$ cat src/rtl/prm_scan_pkg.sv
// Shared types and width helpers for the PRM edge-scan controller.
package prm_scan_pkg;

    localparam int unsigned CODE_W_DEF     = 15;
    localparam int unsigned GROUP_W_DEF    = 16;
    localparam int unsigned NUM_GROUPS_DEF = 32;

    typedef enum logic [1:0] {
        ST_IDLE  = 2'd0,
        ST_SCAN  = 2'd1,
        ST_FLUSH = 2'd2
    } scan_state_e;

    // Group index width
    function automatic int unsigned idx_w(input int unsigned num_groups);
        return $clog2(num_groups);
    endfunction

    // Running-total width, sized to hold every edge of every group blocked
    function automatic int unsigned tot_w(input int unsigned num_groups,
                                          input int unsigned group_w);
        return $clog2(num_groups * group_w) + 1;
    endfunction

endpackage

$ cat src/rtl/prm_popcount.sv
// Combinational population count of one checker group's edge mask.
module prm_popcount #(
    parameter int unsigned GROUP_W = 16,
    parameter int unsigned CNT_W   = $clog2(GROUP_W) + 1
) (
    input  logic [GROUP_W-1:0] bits,
    output logic [CNT_W-1:0]   count_c
);

    always_comb begin
        count_c = '0;
        for (int i = 0; i < int'(GROUP_W); i++) begin
            count_c = count_c + CNT_W'(bits[i]);
        end
    end

endmodule

$ cat src/rtl/prm_edge_scan_ctrl.sv
// Walks every checker group for one configuration code and streams
// per-group edge masks with a running blocked-edge total.
module prm_edge_scan_ctrl
    import prm_scan_pkg::*;
#(
    parameter int unsigned CODE_W     = CODE_W_DEF,
    parameter int unsigned GROUP_W    = GROUP_W_DEF,
    parameter int unsigned NUM_GROUPS = NUM_GROUPS_DEF
) (
    input  logic                                      clk,
    input  logic                                      rst,
    input  logic                                      in_valid,
    output logic                                      in_ready,
    input  logic [CODE_W-1:0]                         in_code,
    input  logic                                      abort,
    output logic [CODE_W-1:0]                         chk_code,
    output logic [idx_w(NUM_GROUPS)-1:0]              chk_grp,
    input  logic [GROUP_W-1:0]                        chk_mask,
    output logic                                      out_valid,
    input  logic                                      out_ready,
    output logic [idx_w(NUM_GROUPS)-1:0]              out_grp,
    output logic [GROUP_W-1:0]                        out_mask,
    output logic                                      out_last,
    output logic [tot_w(NUM_GROUPS, GROUP_W)-1:0]     out_total,
    output logic                                      busy
);

    localparam int unsigned IDX_W = idx_w(NUM_GROUPS);
    localparam int unsigned TOT_W = tot_w(NUM_GROUPS, GROUP_W);
    localparam int unsigned POP_W = $clog2(GROUP_W) + 1;

    scan_state_e        state_q, state_d;
    logic [CODE_W-1:0]  code_q;
    logic [IDX_W-1:0]   grp_cnt;
    logic [TOT_W-1:0]   total_q;
    logic [POP_W-1:0]   pop_c;
    logic [TOT_W-1:0]   sum_c;
    logic               last_grp_c;
    logic               accept_c;
    logic               cap_c;
    logic               abort_c;

    prm_popcount #(
        .GROUP_W (GROUP_W),
        .CNT_W   (POP_W)
    ) u_popcount (
        .bits    (chk_mask),
        .count_c (pop_c)
    );

    assign chk_code   = code_q;
    assign chk_grp    = grp_cnt;
    assign last_grp_c = (grp_cnt == IDX_W'(NUM_GROUPS - 1));
    assign sum_c      = total_q + TOT_W'(pop_c);

    // State register
    always_ff @(posedge clk or posedge rst) begin
        if (rst) begin
            state_q <= ST_IDLE;
        end else begin
            state_q <= state_d;
        end
    end

    // Next state; abort outranks capture and drain
    always_comb begin
        state_d  = state_q;
        accept_c = 1'b0;
        cap_c    = 1'b0;
        abort_c  = 1'b0;
        unique case (state_q)
            ST_IDLE: begin
                if (in_valid) begin
                    accept_c = 1'b1;
                    state_d  = ST_SCAN;
                end
            end
            ST_SCAN: begin
                if (abort) begin
                    abort_c = 1'b1;
                    state_d = ST_IDLE;
                end else if (!out_valid || out_ready) begin
                    cap_c = 1'b1;
                    if (last_grp_c) begin
                        state_d = ST_FLUSH;
                    end
                end
            end
            ST_FLUSH: begin
                if (abort) begin
                    abort_c = 1'b1;
                    state_d = ST_IDLE;
                end else if (out_valid && out_ready) begin
                    state_d = ST_IDLE;
                end
            end
            default: state_d = ST_IDLE;
        endcase
    end

    // Request latch, group walk and output beat register
    always_ff @(posedge clk or posedge rst) begin
        if (rst) begin
            in_ready  <= 1'b1;
            busy      <= 1'b0;
            code_q    <= '0;
            grp_cnt   <= '0;
            total_q   <= '0;
            out_valid <= 1'b0;
            out_grp   <= '0;
            out_mask  <= '0;
            out_last  <= 1'b0;
            out_total <= '0;
        end else begin
            in_ready <= (state_d == ST_IDLE);
            busy     <= (state_d != ST_IDLE);
            if (accept_c) begin
                code_q  <= in_code;
                grp_cnt <= '0;
                total_q <= '0;
            end
            if (cap_c) begin
                out_valid <= 1'b1;
                out_grp   <= grp_cnt;
                out_mask  <= chk_mask;
                out_last  <= last_grp_c;
                out_total <= sum_c;
                total_q   <= sum_c;
                if (!last_grp_c) begin
                    grp_cnt <= grp_cnt + IDX_W'(1);
                end
            end else if (abort_c || out_ready) begin
                out_valid <= 1'b0;
            end
        end
    end

endmodule

$ cat config.mk
export PLATFORM = sky130hd
export DESIGN_NAME = prm_edge_scan_ctrl
export DESIGN_NICKNAME = d
export VERILOG_FILES = /design/src/rtl/prm_scan_pkg.sv /design/src/rtl/prm_popcount.sv /design/src/rtl/prm_edge_scan_ctrl.sv
export SDC_FILE = /design/constraint.sdc
export NUM_CORES = 1
export LEC_CHECK = 0
export CORE_ASPECT_RATIO = 1.25
export CORE_MARGIN = 2
export CORE_UTILIZATION = 40
export CTS_CLUSTER_DIAMETER = 50
export DETAILED_ROUTE_END_ITERATION = 12
export PLACE_DENSITY = 0.68
export SLEW_MARGIN = 0
export SYNTH_ARGS = -nofsm -noshare
export SYNTH_HDL_FRONTEND = slang
export SYNTH_HIERARCHICAL = 1
export SYNTH_SLANG_ARGS = --single-unit
$ cat constraint.sdc
create_clock -name clk -period 4.1 [get_ports clk]
set_input_delay 1.23 -clock clk [delete_from_list [all_inputs] [get_ports clk]]
set_output_delay 1.23 -clock clk [all_outputs]
set_load 0.005 [all_outputs]
==> impl_results.md, run 1 <==
* Global-route wire length before repair at 12.7 mm
* Area share of and/or/nand/nor cells after synthesis at 14.0%
* CP arrival at ~5400 ps
* Cells after synthesis at about 320
* Critical Path Start Type: input pin
* Failing checks: setup timing
* Number of remaining DRC errors at 0
* Clock Tree Buf Depth at 2
* Finished Core Util at around three fifths
* CTS tree: built
* Cts bufs inserted at 9
* Via count of the first global-routing pass at ~2,800
* Area of the die at approximately 9000 sq um
* Setup Skew at approximately 5.7 ps
* CTS Root Buffer Type: clkbuf_8
* Number of distinct library cells after synthesis at between 40 and 50
* Syn-to-layout area delta at 45.3%
* Adder-Cell Fraction of Synth Area at between 10% and 20%
* Die X-Extent at 86.3 microns
* Final global-route overflow total at 0
* Number of diodes at 0
* Core area at between 8000 and 9000 sq um
* Multiplexer share of the synthesized area at 7.03%
* Minimum clock period at approximately 5200 ps
* Fraction of power spent switching nets at between 30 and 40%
* Top-area cell type share of the netlist area at about half
* VDD IR max at ~0.39 mV
* Dpl hpwl at approximately 5.3 mm
* Fraction of synthesized cell area in xor and xnor cells at under 10%
* Initial standard-cell utilization of the core at 41.1%
* Pin count of the biggest net entering global routing at 38
* Cell-internal power at between 2 and 2.5 mW
* TritonCTS Sinks at 67
* Largest fanout of any net on the critical path at 2
* Yosys warning total at 6
* Worst slew margin relative to its limit at between 40% and 50%
* Number of flops mapped to enable cells by yosys at 0
* Post-synthesis compound-gate area fraction at 8.95%
* Type of destination of the critical path: register
* Average wire per cell in the routed design at 14.0 microns
* Leakage Power at approximately 2.4 nW
* Number of vias in the routed layout at roughly 2,600
* Slew @ Worst Pin at about 790 ps
* Mapped Nets at around 390
* Overall power after layout at approximately 3.7 mW
* Post-layout net count at 497
* Part of the cycle the worst path needs at 126%
* Power per cell area at about 750 nW/um^2
* Final-report hold violation count at 0
* Remaining number of nets flagged by the antenna check after routing at 0
* Pins over their slew limit at 0
* Cell area reported after detailed placement at about 4500 sq um
* Count of port buffers added during placement at 90
* Async S/R FF share, synth at between 90% and 100%
* Clock transition at the registers of the reported paths at 80 ps
* Yosys reg bits at 67
* Run status: finished with violations
* Clock network latency to the later pin of the worst-skew pair at 350 ps
* Post-synth top area cell: dfrtp_1
* Fillcell total at a little over 700
* Reported net switching power at 1.21 mW
* Final Wtd Congestion at 0.767
* Highest clock frequency the design can meet at 193 MHz
* Power share of the combinational group at roughly half
* Die span in y at roughly 110 microns
* Summed area of non-filler cells in the final layout at about 4900 sq um
* Setup repair after global routing missed its margin: true
* Layout cell share with drive strength beyond 1 at between 20% and 30%
* Synth Flop Type: dfrtp_1
* Clock network power share at between 20% and 30%
* Final worst-path setup slack at -1070 ps
* Part of the total power dissipated in sequential elements at between 20% and 30%
* Critical path data required time at between 4000 and 5000 ps
* Number of antenna violations at the first check in global routing at 0
* Count of pins on the block boundary at about 90
* Number of endpoints failing setup at the final stage at 18
* Routed wire length at between 7 and 8 mm
* Post-synthesis instance area at 3380 sq um
* Maximum Capacitance Violations at 0
* Number of DRC markers in iteration 0 at 96
* Detail-routed via count per cell at 4.85
* DP Worst Slack at -1930 ps
* Setup Crit Path Kind: in -> reg
* Gr usage total at between 15 and 20%
* Dominant combinational cell family by area after synthesis: simple AND/OR/NAND/NOR gates
* Sequential share of the synthesized area at between 40% and 50%
* Rows at 37
* Length of the first detailed-routing pass in iterations at 3
* Average size of a mapped cell at ~10 sq um
* Class of the tightest hold or removal check: reg -> reg
* Count of H-tree levels built during CTS at 3
* CTS Hold Buffers Added at 0
* Largest cells by area after synthesis: dfrtp_1 49%, nand2_1 10%, fa_1 6.5%, mux2_2 6.0%, ha_1 5.9%
==> stage by stage <==
stage / hold WS (ps) / std cells / TNS, ps
2_1_floorplan: 452 / 324 / -16350
3_3_place_gp: 458 / 513 / -31210
3_5_place_dp: 462 / 513 / -32430
4_1_cts: 482 / 531 / -16370
5_1_grt: 508 / 536 / -17290
6_report: 474 / 536 / -15340
==> worst max-delay path, cell delays in order <==
cell and delay [ps]:
buf_8 80, inv_4 30, fa_1 550, fa_1 450, fa_1 540, fa_1 420, inv_2 80, ha_4 130
inv_2 30, fa_2 520, inv_2 50, buf_6 110, ha_4 240, a211oi_4 260, o21bai_2 120, a31oi_1 210
xnor2_1 110, mux2_4 260
==> cell usage after synthesis, drive strengths merged, types with 4 or more instances <==
| cell type | count |
|---|---|
| a21o | 6 |
| nand2 | 90 |
| mux2 | 19 |
| a22o | 4 |
| ha | 16 |
| fa | 11 |
| o21ai | 13 |
| nor3 | 4 |
| inv | 35 |
| xnor2 | 8 |
| dfrtp | 66 |
| a21oi | 8 |
| buf | 8 |
| nor2b | 4 |
==> path summary, 6_finish.rpt <==
path,from,to,slack (ps),cells past startpoint
setup / recovery,chk_mask[13],out_total[9],-1070,18
hold / removal,out_mask[2],out_mask[2],470,2
setup reg to reg,state_q[1],total_q[9],2060,6
hold reg to reg,out_mask[2],out_mask[2],470,2
max in group asynchronous,rst,out_mask[8],2180,3
min in group asynchronous,rst,total_q[4],1180,2
==> placed cells by master (no fill, tap or decap), drive strengths merged, types with 2 or more instances in the layout <==
cell           instances
o21bai                 2
bufinv                 4
fa                    11
nor2                   3
nand3                  2
clkbuf                10
nor2b                  4
mux2i                  2
nand2b                 3
o21ai                 13
o21a                   3
a22o                   4
ha                    16
or2                    2
xnor2                  8
mux2                  19
and2                   2
inv                   35
dfrtp                 66
buf                   28
a211oi                 2
clkdlybuf4s50         81
a21o                   6
a21oi                  8
nand2                 90
nor3                   4
==> cells by family after synthesis <==
group	after synthesis
simple gates	112
flops	67
buf+inv	45
compound gates	43
fa+ha+maj	27
mux	21
xor+xnor	9
==> routing by layer <==
metal	track usage (%)	vias up	share of wire (%)
met5	0	-	0
met1	21.6	1270	42
met2	27.4	64	50
met3	7.08	11	6.8
li1	-	1257	-
met4	7.70	0	1.5
==> sequential cells by signal, indices dropped and copies added (netlist names) <==
name and cells:
chk_grp 5, state_q 2, in_ready 1, chk_code 15
out_mask 16, total_q 10, out_total 10, out_last 1
out_grp 5, out_valid 1, busy 1
==> power by group through the flow <==
stage	registers, mW	logic (mW)	clock network (mW)
after floorplan	1.06	0.875	0
after global placement	1.05	1.55	0
after detailed placement	1.06	1.57	0
after CTS	1.05	1.66	0.769
after global routing	1.08	2.08	0.796
final	1.05	1.88	0.751
==> layout make-up <==
type,count,area (sq um),area share [%]
multi-input cells,212,1650,33.5
clock buffers,10,138,2.80
repair buffers,109,1050,21.5
flip-flops and latches,67,1680,34.1
clock inverters,6,136,2.77
inverters,35,141,2.88
well taps,97,121,2.47
==> what timing repair did <==
| action | CTS | global route |
|---|---|---|
| setup buffers | 2 | 5 |
| pin swaps | 16 | 24 |
| gates resized for setup | 53 | 30 |
| endpoints found under the setup margin | 20 | 18 |
(Power assumes the default switching activity.)
==> inputs of run 2 (changes only) <==
Settings changed: ABC_AREA set to 1.
==> run 2 against run 1 <==
Net effect: the run still ends with setup timing left; maximum frequency increased by 8.1%; combinational power decreased by 12%; die area increased by 2.4%; global-route usage increased by 0.33 points; synthesized area increased by 2.5%; critical endpoint is now out_total[8]; largest cell class unchanged.
==> impl_results.md, run 2 <==
* Die span in y at around 110 microns
* Multiplexer share of the synthesized area at 0%
* Pin count of the biggest net entering global routing at 68
* Count of H-tree levels built during CTS at 3
* Count of cells along the worst register-to-register path at 6
* Setup Crit Path Kind: in -> reg
* Run status: finished with violations
* Number of diodes at 0
* Core area at around 8600 sq um
* Mapped Nets at a little under 500
* Register name with the most flops: out_mask
* WP buf/inv at 7
* Async S/R FF share, synth at 100%
* Leakage Power at roughly 2.5 nW
* Layout cell share with drive strength beyond 1 at approximately 14%
* Critical register-to-register path endpoint: chk_code[6]
* Number of flops mapped to enable cells by yosys at 0
* Highest-delay cell along the critical path: fa_1
* Clock Tree Buf Depth at 2
* Number of remaining DRC errors at 0
* Global-route wire length before repair at between 10 and 15 mm
* Startpoint of the most critical hold path: out_total[8]
* Post-synthesis compound-gate area fraction at 3.10%
* Most frequent cells in the layout: 181 x nand2_1, 81 x clkdlybuf4s50_1, 66 x dfrtp_1, 51 x inv_1, 18 x nand3_1
* Number of DRC markers in iteration 0 at about 120
* Maximum Capacitance Violations at 0
* Hold path endpoint: out_total[8]
* Yosys reg bits at 67
* Setup_tns at -11,360 ps
* Post-layout net count at between 500 and 600
* Count of port buffers added during placement at 90
* Final global-route overflow total at 0
* Clock network latency to the later pin of the worst-skew pair at 350 ps
* Slack of the worst reg-to-reg path at about 2100 ps
* Setup Skew at roughly 9.3 ps
* CP arrival at 5020 ps
* Length of the first detailed-routing pass in iterations at 4
* Filler-free cell count of the finished design at roughly 630
* Average size of a mapped cell at 8.25 sq um
* WHS at about 470 ps
* CTS tree: built
* Average wire per cell in the routed design at roughly 12 microns
* Power per cell area at ~670 nW/um^2
* Placed Cells incl. Taps at 609
* Sequential share of the synthesized area at just under 50%
* TritonCTS Sinks at 67
* Initial standard-cell utilization of the core at about two fifths
* Fraction of synthesized cell area in xor and xnor cells at less than 1%
* Number of distinct library cells after synthesis at 27
* Dpl hpwl at around 5.7 mm
* Dominant combinational cell family by area after synthesis: simple AND/OR/NAND/NOR gates
* VDD IR max at between 0.3 and 0.4 mV
* Gr usage total at roughly 18%
* Setup repair after global routing missed its margin: true
* Library cell with the highest instance count after synthesis: nand2_1
* Class of the tightest hold or removal check: reg -> reg
* Final Wtd Congestion at ~0.86
* Detail-routed via count per cell at ~4.7
* Remaining number of nets flagged by the antenna check after routing at 0
* Cts bufs inserted at 9
* Critical Path Start Type: input pin
* Final-report hold violation count at 0
* Largest cells by area after synthesis: dfrtp_1 48%, nand2_1 20%, inv_1 6.9%, fa_1 6.4%, ha_1 5.8%
* Part of the cycle the worst path needs at 117%
* Largest delay share family, worst path: adder cells
* Type of destination of the critical path: register
* Minimum clock period at roughly 4800 ps
* Most Frequent Cell on Critical Path: inv_2
* Post-synth top area cell: dfrtp_1
* Number of vias in the routed layout at 2,964
* Reg-to-Reg Start: state_q[0]
* Number of flip-flops under the largest register name at 16
* Commonest non-fill, non-tap cell in the layout: nand2_1
* Final worst-path setup slack at -683 ps
* Die X-Extent at 87.3 microns
* Top-area cell type share of the netlist area at between 40% and 50%
* Post-synthesis instance area at 3470 sq um
* Number of endpoints failing setup at the final stage at 18
* Cell depth of the worst min-delay path at 2
* Critical path data required time at 4330 ps
* Count of pins on the block boundary at 91
* Rows at 38
* Pins over their slew limit at 0
* Number of logic stages on the critical path including buffering at 21
* Area share of and/or/nand/nor cells after synthesis at about a quarter
* Via count of the first global-routing pass at around 3,000
* Failing checks: setup timing
* Clock transition at the registers of the reported paths at 60 ps
* Routed wire length at just under 8 mm
* Highest cell delay on the worst timing path at roughly 550 ps
* Synth Flop Type: dfrtp_1
* Highest clock frequency the design can meet at 209 MHz
* CTS Hold Buffers Added at 0
* Syn-to-layout area delta at 39.9%
* Cells after synthesis at 420
* Largest fanout of any net on the critical path at 3
* CP Cell Sequence: buf_2 > inv_2 > fa_1 > fa_1 > fa_1 > fa_1 > inv_1 > ha_2 > inv_2 > fa_2 > inv_2 > inv_2 > fa_2 > inv_2 > nand2_4 > nand3_4 > nand3_2 > nand2_1 > nand2_1 > nand3_2 > nand2_1
* Cell types with the highest counts after synthesis: 187 x nand2_1, 66 x dfrtp_1, 64 x inv_1, 26 x nand3_1, 16 x ha_1
* Adder-Cell Fraction of Synth Area at between 10% and 20%
* Number of antenna violations at the first check in global routing at 0
* CTS Root Buffer Type: clkbuf_8
* Yosys warning total at 6
* Area of the die at 9430 sq um
* Worst slew margin relative to its limit at between 40% and 50%
* Slew @ Worst Pin at ~840 ps
## run 2: tightest hold or removal path: cells and delay by family (launching register included)
family / cells / cell delay, ps
flops: 1 / 340
simple gates: 2 / 90
## run 2: final cells by class
type                            count  area, sq um
Clock buffer                       11          131
Clock inverter                      5         77.6
Fill cell                         776         3710
Inverter                           66          260
Multi-Input combinational cell    278         1610
Sequential cell                    67         1680
Tap cell                          100          125
Timing Repair Buffer              100          970
## run 2: repair_timing
| action | 4_1_cts | 5_1_grt |
|---|---|---|
| buffers inserted | 2 | 0 |
| cloned | 0 | 0 |
| endpoints found under the setup margin | 20 | 18 |
| gates resized for setup | 60 | 15 |
| pin swaps | 17 | 17 |
## run 2: cells by family (layout without fill, tap and decap cells)
family                   count (synthesis)  count (layout)
AO/OA/AOI/OAI                           20              20
AND/OR/NAND/NOR                        228             228
buffers and inverters                   75             182
flip-flops                              67              67
XOR/XNOR                                 3               3
adder cells (fa/ha/maj)                 27              27
## run 2: metal layers
metal  vias up  GRT usage, %  share of wire [%]
met1      1403          21.6                 43
met2        78          29.8                 49
met5         -             0                  0
met4         0          8.79                1.8
met3        11          4.50                5.8
li1       1472             -                  -
## run 2: through the flow
step	area (sq um)	power, mW	setup WS [ps]	utilization (%)
after detailed placement	4520	2.55	-1640	52.8
after global placement	4520	2.50	-1510	52.8
after floorplan	3500	1.86	-822	-
after global routing	4850	3.54	-864	56.7
final	4850	3.27	-683	56.7
after CTS	4820	3.26	-774	56.3
## run 2: how the worst max path moves through the flow
| stage | start | end |
|---|---|---|
| 2_1_floorplan | chk_mask[15] | total_q[6] |
| 3_3_place_gp | chk_mask[15] | total_q[6] |
| 3_5_place_dp | chk_mask[15] | out_total[6] |
| 4_1_cts | chk_mask[9] | out_total[6] |
| 5_1_grt | chk_mask[11] | out_total[8] |
| 6_report | chk_mask[0] | out_total[8] |
## run 2: power breakdown
group | leakage, nW | switching [mW] | internal (mW) | total [mW]
sequential | 0.864 | 0.139 | 0.894 | 1.03
clock | 0.103 | 0.252 | 0.341 | 0.593
combinational | 1.56 | 0.815 | 0.830 | 1.65
total | 2.53 | 1.21 | 2.07 | 3.27
==> inputs of run 3 (changes only) <==
Settings changed: CTS_CLUSTER_DIAMETER 50 to 200.
==> results of run 3 <==
Final layout, timing and power as in run 2 (identical DEF).
